$ cat config.mk
export PLATFORM = sky130hd
export DESIGN_NAME = uart_tx_sequencer_flat
export DESIGN_NICKNAME = d
export VERILOG_FILES = /design/src/rtl/uart_tx_sequencer_if.sv /design/src/rtl/uart_tx_sequencer.sv /design/src/flat_wrapper.sv
export SDC_FILE = /design/constraint.sdc
export NUM_CORES = 1
export LEC_CHECK = 0
export CORE_UTILIZATION = 53
export CTS_BUF_LIST = sky130_fd_sc_hd__clkbuf_2 sky130_fd_sc_hd__clkbuf_4 sky130_fd_sc_hd__clkbuf_8
export CTS_CLUSTER_DIAMETER = 120
export DETAILED_ROUTE_END_ITERATION = 12
export GPL_ROUTABILITY_DRIVEN = 1
export HOLD_SLACK_MARGIN = 0.02
export PLACE_DENSITY = 0.84
export SYNTH_ARGS = -nofsm -noshare
export SYNTH_HDL_FRONTEND = slang
export SYNTH_SLANG_ARGS = --single-unit
$ cat constraint.sdc
create_clock -name clk_16mhz -period 2.5 [get_ports clk_16mhz]
set_input_delay 0.625 -clock clk_16mhz [delete_from_list [all_inputs] [get_ports clk_16mhz]]
set_output_delay 0.625 -clock clk_16mhz [all_outputs]
set_load 0.05 [all_outputs]
$ cat src/rtl/uart_tx_sequencer_if.sv
// Baud selection type plus the bus/tick-generator/line bundle of the UART transmit sequencer.
// The slave modport is the sequencer side; master is the register/bench side.
package uart_tx_sequencer_pkg;
    typedef enum logic [2:0] {
        BAUD_SET_9600,
        BAUD_SET_19200,
        BAUD_SET_38400,
        BAUD_SET_57600,
        BAUD_SET_115200,
        BAUD_SET_230400,
        BAUD_SET_460800,
        BAUD_SET_1000000
    } baud_set_t;
endpackage

interface uart_tx_sequencer_if #(
    parameter int FIFO_DEPTH = 4,
    parameter int DATA_BITS  = 8
);
    import uart_tx_sequencer_pkg::*;

    localparam int LVL_W = $clog2(FIFO_DEPTH + 1);

    baud_set_t              cfg_baud;
    logic                   cfg_parity_en;
    logic                   cfg_parity_odd;
    logic                   cfg_two_stop;
    logic                   s_valid;
    logic [DATA_BITS-1:0]   s_data;
    logic                   s_ready;
    logic                   baud_tick;
    baud_set_t              gen_baud_setting;
    logic                   gen_tx_en;
    logic                   gen_tx_done;
    logic                   txd;
    logic                   busy;
    logic [LVL_W-1:0]       fifo_level;

    modport master (
        output cfg_baud, cfg_parity_en, cfg_parity_odd, cfg_two_stop,
        output s_valid, s_data, baud_tick,
        input  s_ready, gen_baud_setting, gen_tx_en, gen_tx_done, txd, busy, fifo_level
    );

    modport slave (
        input  cfg_baud, cfg_parity_en, cfg_parity_odd, cfg_two_stop,
        input  s_valid, s_data, baud_tick,
        output s_ready, gen_baud_setting, gen_tx_en, gen_tx_done, txd, busy, fifo_level
    );
endinterface

$ cat src/rtl/uart_tx_sequencer.sv
// UART transmit sequencer: byte FIFO feeding a start/data/parity/stop frame shifter,
// with enable/disable pulses and baud selection for the external tick generator.
module uart_tx_sequencer
    import uart_tx_sequencer_pkg::*;
#(
    parameter int FIFO_DEPTH = 4,
    parameter int DATA_BITS  = 8
) (
    input  logic                 clk_16mhz,
    input  logic                 rstn,
    uart_tx_sequencer_if.slave   bus
);

    localparam int PTR_W = $clog2(FIFO_DEPTH);
    localparam int LVL_W = $clog2(FIFO_DEPTH + 1);
    localparam int IDX_W = (DATA_BITS > 1) ? $clog2(DATA_BITS) : 1;

    typedef enum logic [2:0] {IDLE, START, DATA, PARITY, STOP} state_t;

    state_t               state_q, state_d;
    logic [DATA_BITS-1:0] fifoMem_q [FIFO_DEPTH];
    logic [PTR_W-1:0]     wrPtr_q, wrPtr_d;
    logic [PTR_W-1:0]     rdPtr_q, rdPtr_d;
    logic [LVL_W-1:0]     level_q, level_d;
    logic [DATA_BITS-1:0] shift_q, shift_d;
    logic [IDX_W-1:0]     bitIdx_q, bitIdx_d;
    logic                 parityBit_q, parityBit_d;
    logic                 parityEn_q, parityEn_d;
    logic                 twoStop_q, twoStop_d;
    logic                 stopCnt_q, stopCnt_d;
    logic                 txd_q, txd_d;
    logic                 txEn_q, txEn_d;
    baud_set_t            baud_q, baud_d;

    logic                 push;
    logic                 pop;
    logic                 fifoEmpty;
    logic                 lastStop;
    logic                 txDone;
    logic [DATA_BITS-1:0] headData;

    assign fifoEmpty = (level_q == '0);
    assign bus.s_ready = (level_q != LVL_W'(FIFO_DEPTH));
    assign push = bus.s_valid && bus.s_ready;
    assign headData = fifoMem_q[rdPtr_q];
    assign lastStop = !twoStop_q || stopCnt_q;

    always_comb begin
        state_d     = state_q;
        wrPtr_d     = wrPtr_q;
        rdPtr_d     = rdPtr_q;
        shift_d     = shift_q;
        bitIdx_d    = bitIdx_q;
        parityBit_d = parityBit_q;
        parityEn_d  = parityEn_q;
        twoStop_d   = twoStop_q;
        stopCnt_d   = stopCnt_q;
        baud_d      = baud_q;
        txEn_d      = 1'b0;
        txd_d       = 1'b1;
        pop         = 1'b0;
        txDone      = 1'b0;

        case (state_q)
            IDLE: begin
                if (!fifoEmpty) begin
                    pop     = 1'b1;
                    baud_d  = bus.cfg_baud;
                    txEn_d  = 1'b1;
                    state_d = START;
                end
            end
            START: begin
                if (bus.baud_tick) begin
                    bitIdx_d = '0;
                    state_d  = DATA;
                end
            end
            DATA: begin
                if (bus.baud_tick) begin
                    shift_d  = shift_q >> 1;
                    bitIdx_d = bitIdx_q + 1'b1;
                    if (bitIdx_q == IDX_W'(DATA_BITS - 1)) begin
                        state_d = parityEn_q ? PARITY : STOP;
                    end
                end
            end
            PARITY: begin
                if (bus.baud_tick) begin
                    state_d = STOP;
                end
            end
            STOP: begin
                if (bus.baud_tick) begin
                    if (!lastStop) begin
                        stopCnt_d = 1'b1;
                    end else if (!fifoEmpty) begin
                        // Back-to-back frame: generator keeps running, so no enable/disable pulse.
                        pop     = 1'b1;
                        state_d = START;
                    end else begin
                        txDone  = 1'b1;
                        state_d = IDLE;
                    end
                end
            end
            default: state_d = IDLE;
        endcase

        if (state_q != STOP) begin
            stopCnt_d = 1'b0;
        end

        if (pop) begin
            shift_d     = headData;
            parityBit_d = (^headData) ^ bus.cfg_parity_odd;
            parityEn_d  = bus.cfg_parity_en;
            twoStop_d   = bus.cfg_two_stop;
            rdPtr_d     = rdPtr_q + 1'b1;
        end
        if (push) begin
            wrPtr_d = wrPtr_q + 1'b1;
        end
        level_d = level_q + LVL_W'(push) - LVL_W'(pop);

        // The line register reflects the state being entered, so it changes with the state.
        case (state_d)
            START:   txd_d = 1'b0;
            DATA:    txd_d = shift_d[0];
            PARITY:  txd_d = parityBit_d;
            default: txd_d = 1'b1;
        endcase
    end

    always_ff @(posedge clk_16mhz or negedge rstn) begin
        if (!rstn) begin
            state_q     <= IDLE;
            wrPtr_q     <= '0;
            rdPtr_q     <= '0;
            level_q     <= '0;
            shift_q     <= '0;
            bitIdx_q    <= '0;
            parityBit_q <= 1'b0;
            parityEn_q  <= 1'b0;
            twoStop_q   <= 1'b0;
            stopCnt_q   <= 1'b0;
            txd_q       <= 1'b1;
            txEn_q      <= 1'b0;
            baud_q      <= BAUD_SET_9600;
        end else begin
            state_q     <= state_d;
            wrPtr_q     <= wrPtr_d;
            rdPtr_q     <= rdPtr_d;
            level_q     <= level_d;
            shift_q     <= shift_d;
            bitIdx_q    <= bitIdx_d;
            parityBit_q <= parityBit_d;
            parityEn_q  <= parityEn_d;
            twoStop_q   <= twoStop_d;
            stopCnt_q   <= stopCnt_d;
            txd_q       <= txd_d;
            txEn_q      <= txEn_d;
            baud_q      <= baud_d;
        end
    end

    // Storage needs no reset; the pointers and level define which entries are live.
    always_ff @(posedge clk_16mhz) begin
        if (push) begin
            fifoMem_q[wrPtr_q] <= bus.s_data;
        end
    end

    assign bus.txd              = txd_q;
    assign bus.busy             = (state_q != IDLE);
    assign bus.gen_tx_en        = txEn_q;
    assign bus.gen_tx_done      = txDone;
    assign bus.gen_baud_setting = baud_q;
    assign bus.fifo_level       = level_q;

endmodule

$ cat src/flat_wrapper.sv
// flat-port wrapper written by rule: the top's interface ports become plain ports
module uart_tx_sequencer_flat import uart_tx_sequencer_pkg::*;
#(
    parameter int FIFO_DEPTH = 4,
    parameter int DATA_BITS  = 8
)
  (clk_16mhz, rstn, bus_cfg_baud, bus_cfg_parity_en, bus_cfg_parity_odd, bus_cfg_two_stop, bus_s_valid, bus_s_data, bus_baud_tick, bus_s_ready, bus_gen_baud_setting, bus_gen_tx_en, bus_gen_tx_done, bus_txd, bus_busy, bus_fifo_level);
  uart_tx_sequencer_if #(.FIFO_DEPTH(FIFO_DEPTH), .DATA_BITS(DATA_BITS)) bus_i ();
  input  logic clk_16mhz;
  input  logic rstn;
  input wire logic [$bits(bus_i.cfg_baud)-1:0] bus_cfg_baud;
  input wire logic [$bits(bus_i.cfg_parity_en)-1:0] bus_cfg_parity_en;
  input wire logic [$bits(bus_i.cfg_parity_odd)-1:0] bus_cfg_parity_odd;
  input wire logic [$bits(bus_i.cfg_two_stop)-1:0] bus_cfg_two_stop;
  input wire logic [$bits(bus_i.s_valid)-1:0] bus_s_valid;
  input wire logic [$bits(bus_i.s_data)-1:0] bus_s_data;
  input wire logic [$bits(bus_i.baud_tick)-1:0] bus_baud_tick;
  output wire logic [$bits(bus_i.s_ready)-1:0] bus_s_ready;
  output wire logic [$bits(bus_i.gen_baud_setting)-1:0] bus_gen_baud_setting;
  output wire logic [$bits(bus_i.gen_tx_en)-1:0] bus_gen_tx_en;
  output wire logic [$bits(bus_i.gen_tx_done)-1:0] bus_gen_tx_done;
  output wire logic [$bits(bus_i.txd)-1:0] bus_txd;
  output wire logic [$bits(bus_i.busy)-1:0] bus_busy;
  output wire logic [$bits(bus_i.fifo_level)-1:0] bus_fifo_level;
  assign bus_i.cfg_baud = bus_cfg_baud;
  assign bus_i.cfg_parity_en = bus_cfg_parity_en;
  assign bus_i.cfg_parity_odd = bus_cfg_parity_odd;
  assign bus_i.cfg_two_stop = bus_cfg_two_stop;
  assign bus_i.s_valid = bus_s_valid;
  assign bus_i.s_data = bus_s_data;
  assign bus_i.baud_tick = bus_baud_tick;
  assign bus_s_ready = bus_i.s_ready;
  assign bus_gen_baud_setting = bus_i.gen_baud_setting;
  assign bus_gen_tx_en = bus_i.gen_tx_en;
  assign bus_gen_tx_done = bus_i.gen_tx_done;
  assign bus_txd = bus_i.txd;
  assign bus_busy = bus_i.busy;
  assign bus_fifo_level = bus_i.fifo_level;
  uart_tx_sequencer #(.FIFO_DEPTH(FIFO_DEPTH), .DATA_BITS(DATA_BITS)) u_core (.clk_16mhz(clk_16mhz), .rstn(rstn), .bus(bus_i));
endmodule
==> results of run 1 <==
-- cell type report --
class,instances,area [um^2]
clock buffer,9,124
timing repair buffer,37,355
multi-input combinational,107,978
clock inverter,7,73.8
sequential,62,1710
inverter,13,48.8
fill,337,1500
tap,67,83.8
-- cells by family after synthesis --
family	count (synthesis)	share of synthesized area [%]
compound gates	24	5.30
xor+xnor	12	4.58
fa+ha+maj	9	4.35
buf+inv	21	3.22
flops	62	62.0
mux	23	13.0
simple gates	39	7.48
-- flip-flops by register name, indices dropped and copies added, names as in the netlist --
name                         flops
u_core.fifoMem_q                32
u_core.shift_q                   8
u_core.bus.gen_tx_en             1
u_core.rdPtr_q                   2
u_core.bitIdx_q                  3
u_core.twoStop_q                 1
u_core.bus.txd                   1
u_core.bus.gen_baud_setting      3
u_core.bus.fifo_level            3
u_core.stopCnt_q                 1
u_core.state_q                   3
u_core.parityEn_q                1
u_core.parityBit_q               1
u_core.wrPtr_q                   2
-- what timing repair did --
| action | 4_1_cts | 5_1_grt |
|---|---|---|
| setup buffers | 0 | 0 |
| setup endpoints to repair | 0 | 1 |
| resized for setup | 0 | 1 |
-- cells in the mapped netlist, types with 6 or more instances --
cell	n
sky130_fd_sc_hd__dfrtp_1	29
sky130_fd_sc_hd__mux2i_1	9
sky130_fd_sc_hd__a22o_1	6
sky130_fd_sc_hd__o21ai_0	11
sky130_fd_sc_hd__mux2_2	6
sky130_fd_sc_hd__and3_1	6
sky130_fd_sc_hd__xnor2_1	7
sky130_fd_sc_hd__ha_1	8
sky130_fd_sc_hd__nand2_1	14
sky130_fd_sc_hd__inv_1	13
sky130_fd_sc_hd__mux4_1	6
sky130_fd_sc_hd__edfxtp_1	32
-- layer usage --
| metal | up-vias | global-route usage [%] |
|---|---|---|
| met3 | 11 | 5.01 |
| met1 | 768 | 23.7 |
| met4 | 0 | 12.8 |
| li1 | 774 | - |
| met2 | 28 | 32.1 |
| met5 | - | 0 |
-- critical path: stages (launching register included) --
cell                              delay (ns)
sky130_fd_sc_hd__dfrtp_2                0.43
sky130_fd_sc_hd__nor2_1                 0.07
sky130_fd_sc_hd__nand2_1                0.14
sky130_fd_sc_hd__clkdlybuf4s50_1        0.83
-- through the flow --
step	setup TNS [ns]	area (um^2)	setup slack (ns)
final	0	3380	0.0688
after global routing	0	3380	0.00500
after CTS	0	3370	0.0542
after detailed placement	-0.295	3170	-0.222
after global placement	-0.0546	3170	-0.0546
after floorplan	-0.0954	2770	-0.0954
-- path summary, 6_finish.rpt --
kind | from | end | slack, ns | cells past startpoint
worst max-delay path | u_core.bus.fifo_level[1]$_DFF_PN0_ | bus_s_ready | 0.07 | 3
worst min-delay path | u_core.stopCnt_q$_DFFE_PN0P_ | u_core.stopCnt_q$_DFFE_PN0P_ | 0.50 | 2
worst max register to register | u_core.bus.fifo_level[1]$_DFF_PN0_ | u_core.bus.fifo_level[2]$_DFF_PN0_ | 0.12 | 10
worst min register to register | u_core.stopCnt_q$_DFFE_PN0P_ | u_core.stopCnt_q$_DFFE_PN0P_ | 0.50 | 2
max in group asynchronous | rstn | u_core.bus.txd$_DFF_PN1_ | 1.50 | 2
min in group asynchronous | rstn | u_core.bitIdx_q[0]$_DFFE_PN0P_ | 0.69 | 2
-- power by group through the flow --
stage,Clock (mW),Sequential [mW],Combinational (mW)
detailed placement,0,1.71,2.10
global route,0.923,1.73,2.29
CTS,0.882,1.69,2.10
finish,0.863,1.69,2.09
floorplan,0,1.83,1.41
global placement,0,1.69,2.01
==> qor.tcl, run 1 <==
set qor(total_power_mw) 4.64
set qor(layout.nets) 257
set qor(floorplan.die.height_um) 74.2
set qor(fin_worst_hold_slack_ns) 0.504
set qor(vias_per_cell) 5.24
set qor(critical_path.max_fanout) 6
set qor(post_synth_inst_count) 190
set qor(maxSlewHeadroom_pct) 66.2
set qor(final_util_pct) 69.2
set qor(synth.cell_area_um2) 2760
set qor(proportion_of_total_power_due_to_net_switching_pct) 37.5
set qor(leakagePower_nw) 1.36
set qor(placeableCoreArea_um2) 4880
set qor(synth_async_sr_flop_share_pct) 48.4
set qor(postSynth.topFlopCell) {sky130_fd_sc_hd__edfxtp_1}
set qor(tritoncts.num_buffers) 9
set qor(most-common-layout-cells) {sky130_fd_sc_hd__edfxtp_1, sky130_fd_sc_hd__dfrtp_1, sky130_fd_sc_hd__clkdlybuf4s50_1}
set qor(yosys.cell_types.count) 36
set qor(maxSlewViolCount) 0
set qor(grt_first_pass_wirelength_um) 7600
set qor(place_inst) 286
set qor(drt_iter0_markers) 115
set qor(net_count_of_the_mapped_netlist) 217
set qor(clock-root-buffer) {sky130_fd_sc_hd__clkbuf_8}
set qor(fp.dieArea_um2) 5500
set qor(finalClockSkew_ns) 0.00528
set qor(synth_top_cell_by_area) {sky130_fd_sc_hd__edfxtp_1}
set qor(share_seq_of_total_power_pct) 36.3
set qor(synth_edf_count) 32
set qor(layout_commonest_cell) {sky130_fd_sc_hd__edfxtp_1}
set qor(timing.critical_path.to_type) {output port}
set qor(m1WireLength_um) 2080
set qor(grt.total_usage_pct) 19.8
set qor(cts_buffer_depth) 2
set qor(wire_per_inst_um) 15.1
set qor(first_global_vias) 1653
set qor(clkSlewWorstSetupHoldPaths_ns) 0.07
set qor(required_ns) 1.88
set qor(timing.critical_path.from_type) {flop}
set qor(number_of_antenna_cells_inserted) 0
set qor(initial_core_util_pct) 56.6
set qor(synth_sequential_area_ratio_pct) 62.0
set qor(die_width_um) 74.2
set qor(fmaxAchievable_mhz) 411
set qor(power.density_nw_per_um2) 1370
set qor(syn-mean-instance-area_um2) 14.5
set qor(drt-total-wl_um) 4550
set qor(hp-class) {flop to flop}
set qor(synth_top_area_share_pct) 34.8
set qor(p_int_mw) 2.90
set qor(final_min_period_over_clock_period_pct) 97.2
set qor(vdd_drop_max_mv) 0.782
set qor(dr.max_layer_used) {met4}
set qor(finalSetupViolCount) 0
set qor(layout.cells.non_filler) 302
set qor(design.portCount) 29
set qor(grt_start_max_net_pins) 31
set qor(layout-drive-gt1-share_pct) 17.0
set qor(drc_errors) 0
set qor(flow.area_growth_from_synthesis_pct) 22.3
set qor(grt_setup_unrepaired) {yes}
set qor(power.switching_mw) 1.74
set qor(status) {finished clean}
set qor(finalWeightedCongestion) 0.765
set qor(tritoncts) {yes}
set qor(global_route.overflow_total) 0
set qor(cts.htree.levels) 3
set qor(drt.antenna.violating_nets) 0
set qor(met3_length_um) 116
set qor(period_needed_ns) 2.43
set qor(max-cap-violations) 0
set qor(max_slew.worst_pin.slew_ns) 0.506
set qor(cp_data_arrival_time_ns) 1.81
set qor(synth.top_cells.by_area) {sky130_fd_sc_hd__edfxtp_1, sky130_fd_sc_hd__dfrtp_1, sky130_fd_sc_hd__mux4_1}
set qor(synth_warnings) 0
set qor(pwr-share-comb_pct) 45.1
set qor(synth.ff_latch_count) 62
set qor(postCtsHoldBufs) 0
set qor(antenna_found_initial) 0
set qor(drt_first_pass_iters) 4
set qor(dp.final_hpwl_um) 3270
set qor(crit_type) {flop to output port}
set qor(clkPwrFrac_pct) 18.6
set qor(timing.final.hold_violations) 0
set qor(row_count) 25
set qor(vias) 1581
set qor(port_buf_inserts) 28
set qor(clock_sinks) 62
set qor(clk-insertion-delay-late_ns) 0.34
set qor(detailroute.wirelength.met2_um) 2230
Power figures use the tool's default switching activity.
==> run 2, diff against run 1 <==
--- a/config.mk
+++ b/config.mk
@@ -12,6 +12,7 @@
 export GPL_ROUTABILITY_DRIVEN = 1
 export HOLD_SLACK_MARGIN = 0.02
 export PLACE_DENSITY = 0.84
+export SKIP_CTS_REPAIR_TIMING = 1
 export SYNTH_ARGS = -nofsm -noshare
 export SYNTH_HDL_FRONTEND = slang
 export SYNTH_SLANG_ARGS = --single-unit
==> results of run 2 <==
The final DEF is identical to that of run 1; final timing and power are the same.
